<file path="config.mk">
export PLATFORM = sky130hd
export DESIGN_NAME = uart_tx_arbiter
export DESIGN_NICKNAME = d
export VERILOG_FILES = /design/src/rtl/uart_tx_arbiter.sv
export SDC_FILE = /design/constraint.sdc
export NUM_CORES = 1
export LEC_CHECK = 0
export BUFFER_PORTS_ARGS = -buffer_cell sky130_fd_sc_hd__clkbuf_2
export CAP_MARGIN = 5
export CORE_UTILIZATION = 46
export CTS_BUF_LIST = sky130_fd_sc_hd__clkbuf_4
export CTS_CLUSTER_DIAMETER = 150
export DETAILED_ROUTE_END_ITERATION = 8
export PLACE_DENSITY = 0.79
export SYNTH_ARGS = -nofsm -noshare
export SYNTH_HDL_FRONTEND = slang
export SYNTH_SLANG_ARGS = --single-unit
export TNS_END_PERCENT = 1
</file>
<file path="constraint.sdc">
create_clock -name clk -period 1.85 [get_ports clk]
set_input_delay 0 -clock clk [delete_from_list [all_inputs] [get_ports clk]]
set_output_delay 0 -clock clk [all_outputs]
set_load 0.01 [all_outputs]
</file>
<file path="src/rtl/uart_tx_arbiter.sv">
// -----------------------------------------------------------------------------
// uart_tx_arbiter
//
// Round-robin scheduler that shares one UART transmitter between NREQ byte
// producers. Each requester raises req[i] with its byte on din[i*DBIT +: DBIT].
// The arbiter picks a winner, latches the byte, pulses ack[i] and tx_start
// together, then waits in SEND for tx_done_tick before arbitrating again.
//
// Optional build macro: UART_ARB_LOCK_EN
//   When defined, adds input `lock`. If lock[grant_id] is high when a frame
//   finishes, only the same requester may win until lock[grant_id] is seen
//   low in IDLE, so multi-byte messages are not interleaved.
//
// Parameters:
//   NREQ      number of requesters (2..8)
//   DBIT      data bits per frame
//   TO_CYCLES SEND watchdog length in clk cycles, 0 disables it
//
// Ports:
//   clk           system clock
//   reset         synchronous, active-high reset
//   req           per-requester byte-valid level, held until ack
//   din           packed requester bytes
//   lock          (UART_ARB_LOCK_EN only) per-requester message lock
//   ack           one-cycle pulse, byte of requester i latched
//   tx_start      one-cycle start pulse to the transmitter
//   tx_din        latched byte, stable from tx_start until next grant
//   tx_done_tick  transmitter frame-complete pulse
//   busy          high in START and SEND
//   grant_id      index of current/last granted requester
//   timeout       one-cycle pulse when the watchdog expires
//   o_dbg_state   current FSM state (0 IDLE, 1 START, 2 SEND)
//
// Handshake: req/din are a level-valid request that the arbiter consumes with
// a single-cycle ack; the requester drops req the cycle after ack unless it
// has another byte. tx_start/tx_done_tick form a start/complete pair: one
// tx_start per frame, and the arbiter only listens for tx_done_tick in SEND.
// -----------------------------------------------------------------------------
module uart_tx_arbiter #(
   parameter  int NREQ      = 4,
   parameter  int DBIT      = 8,
   parameter  int TO_CYCLES = 0,
   localparam int GW        = (NREQ > 1) ? $clog2(NREQ) : 1
) (
   input  logic               clk,
   input  logic               reset,
   input  logic [NREQ-1:0]    req,
   input  logic [NREQ*DBIT-1:0] din,
`ifdef UART_ARB_LOCK_EN
   input  logic [NREQ-1:0]    lock,
`endif
   output logic [NREQ-1:0]    ack,
   output logic               tx_start,
   output logic [DBIT-1:0]    tx_din,
   input  logic               tx_done_tick,
   output logic               busy,
   output logic [GW-1:0]      grant_id,
   output logic               timeout,
   output logic [1:0]         o_dbg_state
);

   localparam int WW = (TO_CYCLES > 1) ? $clog2(TO_CYCLES) : 1;

   typedef enum logic [1:0] {
      S_IDLE  = 2'd0,
      S_START = 2'd1,
      S_SEND  = 2'd2
   } state_t;

   state_t            r_state;
   state_t            w_state_nxt;
   logic [NREQ-1:0]   r_ack;
   logic              r_tx_start;
   logic [DBIT-1:0]   r_tx_din;
   logic              r_busy;
   logic [GW-1:0]     r_grant_id;
   logic              r_timeout;
   logic [GW-1:0]     r_last;
   logic [WW-1:0]     r_wd_cnt;

   logic              w_rr_found;
   logic [GW-1:0]     w_rr_winner;
   logic              w_win_valid;
   logic [GW-1:0]     w_winner;
   logic              w_expire;
   logic              w_send_end;
   logic [NREQ-1:0]   w_ack_nxt;
   logic              w_start_nxt;
   logic              w_busy_nxt;
   logic              w_timeout_nxt;

`ifdef UART_ARB_LOCK_EN
   logic              r_locked;
   logic              w_lock_hold;
`endif

   // Round-robin search starting just after the last served requester.
   always_comb begin
      w_rr_found  = 1'b0;
      w_rr_winner = '0;
      for (int k = 1; k <= NREQ; k++) begin
         if (!w_rr_found && req[(int'(r_last) + k) % NREQ]) begin
            w_rr_found  = 1'b1;
            w_rr_winner = GW'((int'(r_last) + k) % NREQ);
         end
      end
   end

`ifdef UART_ARB_LOCK_EN
   // While locked and the lock is still asserted, only the owner may win.
   assign w_lock_hold = r_locked && lock[r_grant_id];
   assign w_win_valid = w_lock_hold ? req[r_grant_id] : w_rr_found;
   assign w_winner    = w_lock_hold ? r_grant_id      : w_rr_winner;
`else
   assign w_win_valid = w_rr_found;
   assign w_winner    = w_rr_winner;
`endif

   // The timeout pulse is raised on the edge where the counter would reach
   // TO_CYCLES-1, so it appears TO_CYCLES cycles after tx_start. A done tick
   // in the same cycle takes priority.
   assign w_expire   = (TO_CYCLES > 0) && (r_state == S_SEND) && !tx_done_tick &&
                       (int'(r_wd_cnt) + 2 >= TO_CYCLES);
   assign w_send_end = (r_state == S_SEND) && (tx_done_tick || w_expire);

   // Next-state logic
   always_comb begin
      w_state_nxt = r_state;
      case (r_state)
         S_IDLE:  if (w_win_valid) w_state_nxt = S_START;
         S_START: w_state_nxt = S_SEND;
         S_SEND:  if (tx_done_tick || w_expire) w_state_nxt = S_IDLE;
         default: w_state_nxt = S_IDLE;
      endcase
   end

   // Next values of the registered outputs
   always_comb begin
      w_ack_nxt     = '0;
      w_start_nxt   = 1'b0;
      w_busy_nxt    = (w_state_nxt != S_IDLE);
      w_timeout_nxt = w_expire;
      if (r_state == S_IDLE && w_win_valid) begin
         w_ack_nxt   = NREQ'(1) << w_winner;
         w_start_nxt = 1'b1;
      end
   end

   // State and datapath registers
   always_ff @(posedge clk) begin
      if (reset) begin
         r_state    <= S_IDLE;
         r_ack      <= '0;
         r_tx_start <= 1'b0;
         r_tx_din   <= '0;
         r_busy     <= 1'b0;
         r_grant_id <= '0;
         r_timeout  <= 1'b0;
         r_last     <= GW'(NREQ - 1);
         r_wd_cnt   <= '0;
`ifdef UART_ARB_LOCK_EN
         r_locked   <= 1'b0;
`endif
      end else begin
         r_state    <= w_state_nxt;
         r_ack      <= w_ack_nxt;
         r_tx_start <= w_start_nxt;
         r_busy     <= w_busy_nxt;
         r_timeout  <= w_timeout_nxt;
         if (w_start_nxt) begin
            r_tx_din   <= din[int'(w_winner)*DBIT +: DBIT];
            r_grant_id <= w_winner;
         end
         if (r_state == S_START)
            r_wd_cnt <= '0;
         else if (r_state == S_SEND && TO_CYCLES > 0 && !w_send_end)
            r_wd_cnt <= r_wd_cnt + WW'(1);
         if (w_send_end)
            r_last <= r_grant_id;
`ifdef UART_ARB_LOCK_EN
         if (w_send_end)
            r_locked <= lock[r_grant_id];
         else if (r_state == S_IDLE && r_locked && !lock[r_grant_id])
            r_locked <= 1'b0;
`endif
      end
   end

   assign ack         = r_ack;
   assign tx_start    = r_tx_start;
   assign tx_din      = r_tx_din;
   assign busy        = r_busy;
   assign grant_id    = r_grant_id;
   assign timeout     = r_timeout;
   assign o_dbg_state = r_state;

endmodule

</file>
[Word-level counts from Yosys, hierarchy flattened]
Index checks and enable logic that the tools add are counted.
Word-level totals
  bits of input ports: 39
  word-level logic and storage cells: 63
  register bits: 20
  output and inout port bits: 19
Cells by class
  equality and inequality tests: 2
  $add $sub $neg: 4
  reduce and logical (&&, ||, !) cells: 15
  shifts and indexed selects: 2
  multiplexer cells: 24
  bitwise gates (word level): 5
  magnitude comparators: 4
Operators by type and width (number)
  32-bit by 6-bit variable part select with 8-bit output: 1
  3-bit by 4-bit less-than comparator with 1-bit output, second input constant: 4
  1-bit 2-to-1 mux: 13
  2-bit 2-to-1 mux: 6
  2-bit OR reduction: 5
  1-bit binary-select mux with 2-bit select: 4
  2-bit one-hot mux with 3 select lines: 1
  1-bit logical AND: 5
  2-bit by 1-bit adder with 2-bit output, second input constant: 2
  2-bit adder, second input constant: 2
  1-bit bitwise AND, first input constant: 4
  1-bit by 2-bit << shifter with 4-bit output, first input constant: 1
  1-bit zero test: 3
  2-bit by 1-bit equality test with 1-bit output, second input constant: 1
  2-bit equality test, second input constant: 1
  2-bit zero test: 1
  2-bit nonzero test: 1
  1-bit NOT: 1

[Logic depth before layout (Yosys ltp)]
Gate-level depths: netlist of run 1.
  word-level depth: 19
  depth in mapped cells: 7
  mapped depth without buffers: 5

[Worst setup path after synthesis of run 1]
No wires, ideal clock.
  path type: reg2reg
  start point: register r_state[1] (netlist: o_dbg_state[1])
  end point: register r_tx_din[3] (netlist: tx_din[3])
  buffers on the path: 1
  path slack: 396 ps
  setup time: 73 ps
  arrival time: 1381 ps
  cell stages (with the launch flop): 6
  data required time: 1777 ps
  clock period less this slack: 1454 ps
  path through: dfxtp_1 -> nor4_2 -> clkbuf_1 -> nand3_1 -> mux2_4 -> o211ai_2
On the way
  cells in the longest elaborated chain, start to end: 3
RTL lines
  start, declared: RTL line 70  | state_t r_state;
  start signal, assigned: RTL line 165  | r_state <= w_state_nxt;
  2-bit zero test: RTL line 143  | if (r_state == S_IDLE && w_win_valid) begin
  1-bit logical AND: RTL line 143
  1-bit 2-to-1 mux: RTL line 143
  end signal, assigned: RTL line 171  | r_tx_din <= din[int'(w_winner)*DBIT +: DBIT];
  end, declared: RTL line 74  | logic [DBIT-1:0] r_tx_din;
No other way between the ends.
A chain may end at the register's enable or synchronous reset.

[Worst setup path after layout of run 1]
  start point: register r_last[1]
  end point: register r_tx_din[4] (netlist: tx_din[4])
On the way
  cells in the longest elaborated chain, start to end: 16
  elaborated cells between the ends (all ways): 33
  those cells by class: add/sub (4); shift (1); mux (21); reduce/logical (7)
RTL lines
  start, declared: RTL line 78  | logic [GW-1:0] r_last;
  start signal, assigned: RTL line 159  | r_last <= GW'(NREQ - 1);
  start signal, assigned: RTL line 179  | r_last <= r_grant_id;
  branches (longest 16 deep; another with 2-bit by 1-bit adder with 2-bit output)
Several ways; the timed one is not identified. The select of a mux whose other input is x is not followed.

==> results_dict.tcl, run 1 <==
set metrics [dict create \
    required_ns 2.05 \
    grt_pass1_vias 972 \
    setup_ws_ns 0.200 \
    wl_um 2840 \
    nets 224 \
    rsz0062_at_grt "no" \
    ys_seq_area_frac 0.354 \
    track_usage 0.220 \
    cts_made_buffers 3 \
    fin_skew_ns 0.000874 \
    rows 17 \
    violations "negative hold slack" \
    synth_nets 154 \
    critPathArrivalTime_ns 1.85 \
    avgSynthCellArea_um2 9.82 \
    diodes 0 \
    power_density_nw_per_um2 752 \
    grt_pass1_wl_um 4280 \
    htreeDepth 1 \
    clk_pin_slew_ns 0.11 \
    status "finished, violations left" \
    synthTopCellsByArea "dfxtp_1 35%, mux2i_1 11%, mux2_4 11%, o211ai_2 8.9%, nand3_1 7.1%" \
    synth_area_um2 1130 \
    min_path_type "in2reg" \
    finalHoldViolations 1 \
    area_delta_synth_final_pct 42.9 \
    clock-root-buffer "clkbuf_4" \
    setup_viol 0 \
    overflow 0 \
    period_minus_slack_ns 1.65 \
    die-height_um 51.6 \
    cp-end-kind "flip-flop" \
    num_vias 1119 \
    final_max_slew_viol_count 0 \
    cts.sinks 20 \
    tns_ns 0 \
    layout-drive-gt1-share 0.462 \
    leakage_nw 0.782 \
    synth_top_area_share 0.354 \
    vias_per_cell 5.28 \
    yosysUniqueCellTypes 30 \
    wl_per_cell_um 13.4 \
    coreArea_um2 2250 \
    crit_fanout 20 \
    start_kind "flip-flop" \
    detail_route.drc_violations 0 \
    maxCapViolCount 0 \
    antenna_found_initial 0 \
    drt_iter0_drc 19 \
    period_share 0.892 \
    pre_cts_ws_ns 0.101 \
    dieArea_um2 2660 \
    clock_path_buffers 2 \
    ir_drop_v 0.000790 \
    ys_ff_latch 20 \
    drtAntennaViolNets 0 \
    whs_ns -0.00618 \
    hpwlAfterDp_um 2040 \
    start_util 0.501 \
    io_pins 58 \
    power.total_w 0.00121 \
    drtPass1Iterations 4 \
    die_w_um 51.6 \
    synth_top_cell_by_area "dfxtp_1" \
    cts_tree "done" \
    cts_setup_buffers 0 \
    portBuffers 56 \
    clk_latency_ns 0.31 \
    ys_warn_count 0 \
    syn-instance-count 115 \
    worstSetupPathType "reg2reg" \
    grt_max_degree 21 \
    fmax_mhz 606 \
    routabilityCongestion 0.926 \
]
[repair_timing]
item / 4_1_cts / 5_1_grt
setup endpoints to repair: 0 / 1
hold buffers: 14 / 0
endpoints found under the hold margin: 10 / 0
gates resized for setup: 0 / 1
[worst paths after layout]
kind,startpoint,end,slack [ns],depth (start not counted)
max reg2reg,r_last[1],tx_din[4],0.20,6
min reg2reg,grant_id[1],grant_id[1],0.49,2
min,din[9],tx_din[1],-0.006,3
max,r_last[1],tx_din[4],0.20,6
[power by group]
group / leakage (nW) / switching, W / total [W] / internal, W
Combinational: 0.589 / 0.000170 / 0.000343 / 0.000173
Sequential: 0.165 / 0.0000323 / 0.000511 / 0.000479
Clock: 0.0279 / 0.000141 / 0.000360 / 0.000219
[routing by layer]
metal,vias up,track usage,wire [µm]
li1,551,-,-
met1,522,0.231,1150
met2,39,0.411,1490
met3,7,0.0731,159
met4,0,0.0631,42
met5,-,0,0
[synthesized netlist by cell type, drive strengths merged]
cell type	count
o21bai	1
a22oi	1
o21ai	1
nand3b	2
conb	1
dfxtp	20
o22ai	2
a31oi	1
nand2b	5
nor4	3
a31o	1
clkbuf	1
mux2	8
nor2	7
nor2b	2
buf	6
nand2	12
a21boi	1
inv	1
a21o	1
nand3	16
or2	1
mux2i	12
o211ai	8
nor3	1
[state kept, by name, indices dropped and copies added, names as in the netlist]
| register | count |
|---|---|
| busy | 1 |
| tx_start | 1 |
| tx_din | 8 |
| r_last | 2 |
| o_dbg_state | 2 |
| ack | 4 |
| grant_id | 2 |
[worst max-delay path, stage by stage, from the launching register on]
cell and delay [ns]:
dfxtp_1 0.47, mux2i_1 0.11, o22ai_1 0.18, o21bai_2 0.15, buf_6 0.26, mux2i_1 0.27
o211ai_2 0.10
[logic make-up after synthesis]
group	Yosys count	share of synthesized area
flops	20	0.354
other cells	1	0.00332
simple gates	49	0.228
mux	20	0.213
compound gates	17	0.153
buf+inv	8	0.0487
[placed cells by master (no fill, tap or decap), drive strengths merged, types with 2 or more instances in the layout]
master and instances:
buf 2, clkbuf 59, dfxtp 20, dlygate4sd3 14, mux2 8, mux2i 12, nand2 12, nand2b 5
nand3 16, nand3b 2, nor2 7, nor2b 2, nor4 3, o211ai 8, o22ai 2
[metrics by stage]
step	std cells	util	hold slack (ns)	instance area, µm²
final	212	0.716	-0.00618	1610
after CTS	212	0.714	0.00316	1610
after global routing	212	0.716	0.00215	1610
after detailed placement	194	0.629	0.302	1420
after global placement	194	0.629	0.290	1420
after floorplan	115	-	0.0724	1130
[layout make-up]
cell class	instances	area [µm²]
clock buffers	3	22.5
clock inverters	1	30.0
fillers	181	641
inverters	1	3.75
multi-input cells	87	683
flip-flops and latches	20	400
well taps	28	35.0
repair buffers	72	439
Power figures use the tool's default switching activity.
==> run 2: changes to the inputs <==
--- a/config.mk
+++ b/config.mk
@@ -11,7 +11,9 @@
 export CTS_BUF_LIST = sky130_fd_sc_hd__clkbuf_4
 export CTS_CLUSTER_DIAMETER = 150
 export DETAILED_ROUTE_END_ITERATION = 8
+export HOLD_SLACK_MARGIN = 0.08
 export PLACE_DENSITY = 0.79
+export RECOVER_POWER = 100
 export SYNTH_ARGS = -nofsm -noshare
 export SYNTH_HDL_FRONTEND = slang
 export SYNTH_SLANG_ARGS = --single-unit
==> run 2 against run 1 <==
Net effect: the run now ends clean; first-iteration DRC count is 21% higher; clock skew is 0.0069 ns higher; setup slack worse by 0.095 ns; sequential share of layout area is 1.8 points lower; largest cell class unchanged; count of clock-buffer cells in the layout stayed put; combinational power is 6.4% higher.
==> results_dict.tcl, run 2 (synthesis results as in run 1) <==
set metrics [dict create \
    routabilityCongestion 0.926 \
    finalInstanceArea_um2 1740 \
    dp.cells 194 \
    nets 240 \
    layout-drive-gt1-share 0.315 \
    status "finished, final reports clean" \
    dieArea_um2 2660 \
    cts_setup_buffers 0 \
    final_max_slew_viol_count 0 \
    area_delta_synth_final_pct 53.9 \
    fin_skew_ns 0.00773 \
    cts.sinks 20 \
    required_ns 2.06 \
    power_density_nw_per_um2 720 \
    htreeDepth 1 \
    wl_um 3600 \
    largest_reg_flops 8 \
    grt_max_degree 21 \
    r2r_slack_ns 0.10 \
    tns_ns 0 \
    setup_viol 0 \
    pre_cts_ws_ns 0.101 \
    drt_iter0_drc 23 \
    die_w_um 51.6 \
    die-height_um 51.6 \
    final_cell_mix "38 x clkbuf_2, 30 x dlygate4sd3_1, 20 x dfxtp_1" \
    grt_pass1_vias 1189 \
    coreArea_um2 2250 \
    layout_commonest_cell "clkbuf_2" \
    worstSetupPathType "reg2reg" \
    ir_drop_v 0.000811 \
    min_path_type "in2reg" \
    antenna_found_initial 0 \
    wl_per_cell_um 15.8 \
    drtPass1Iterations 4 \
    grt_pass1_wl_um 5300 \
    fmax_mhz 573 \
    diodes 0 \
    cp-end-kind "flip-flop" \
    rows 17 \
    maxCapViolCount 0 \
    io_pins 58 \
    num_vias 1245 \
    detail_route.drc_violations 0 \
    clk_pin_slew_ns 0.12 \
    start_kind "flip-flop" \
    vias_per_cell 5.46 \
    rsz0062_at_grt "no" \
    portBuffers 56 \
    leakage_nw 0.778 \
    drtAntennaViolNets 0 \
    cts_tree "done" \
    hpwlAfterDp_um 2040 \
    track_usage 0.280 \
    clk_latency_ns 0.32 \
    overflow 0 \
    setup_ws_ns 0.105 \
    critPathArrivalTime_ns 1.96 \
    period_minus_slack_ns 1.75 \
    start_util 0.501 \
    cts_made_buffers 3 \
    period_share 0.943 \
    clock_path_buffers 2 \
    finalHoldViolations 0 \
    clock-root-buffer "clkbuf_4" \
    stdcell_count 228 \
    place_area_um2 1420 \
    crit_fanout 20 \
]
run 2: changes by cell type in the layout (fill, tap and decap cells not counted), sizes merged:
cell	before	now
dlygate4sd3	14	30
run 2: path summary, 6_finish.rpt:
check / startpoint / endpoint / cells past startpoint
worst max-delay path: r_last[1] / tx_din[4] / 6
worst min-delay path: din[2] / tx_din[2] / 4
worst max register to register: r_last[1] / tx_din[4] / 6
worst min register to register: grant_id[1] / grant_id[1] / 2
run 2: timing repair:
| action | CTS | global route |
|---|---|---|
| hold buffers | 29 | 1 |
| resized for setup | 0 | 1 |
| hold endpoints to repair | 13 | 1 |
| endpoints found under the setup margin | 0 | 3 |
run 2: metal layers:
layer / vias to the layer above / track usage / part of all wire
met2: 60 / 0.537 / 0.54
met1: 575 / 0.260 / 0.35
met3: 20 / 0.0877 / 0.065
met4: 0 / 0.144 / 0.042
li1: 590 / - / -
met5: - / 0 / 0
run 2: through the flow:
| step | util | power, W | hold WS [ns] |
|---|---|---|---|
| 2_1_floorplan | - | 0.000720 | 0.0724 |
| 3_3_place_gp | 0.629 | 0.000826 | 0.290 |
| 3_5_place_dp | 0.629 | 0.000839 | 0.302 |
| 4_1_cts | 0.781 | 0.00124 | 0.0828 |
| 5_1_grt | 0.771 | 0.00131 | 0.0964 |
| 6_report | 0.771 | 0.00125 | 0.0934 |
run 2: report_power, final:
group | internal (W) | switching [W]
Clock | 0.000220 | 0.000153
Combinational | 0.000181 | 0.000184
Sequential | 0.000479 | 0.0000361
Total | 0.000880 | 0.000373
run 2: worst max-delay path, cell delays in order, from the launching register on:
cell and delay (ns):
dfxtp_1 0.50, mux2i_1 0.12, o22ai_1 0.18, o21bai_2 0.15, buf_6 0.26, mux2i_1 0.31, o211ai_2 0.12
run 2: area by class of cell:
type,instances,area (µm²)
sequential,20,400
clock buffer,3,22.5
multi-input combinational,87,671
fill,170,515
clock inverter,1,30.0
tap,28,35.0
inverter,1,3.75
timing repair buffer,88,577
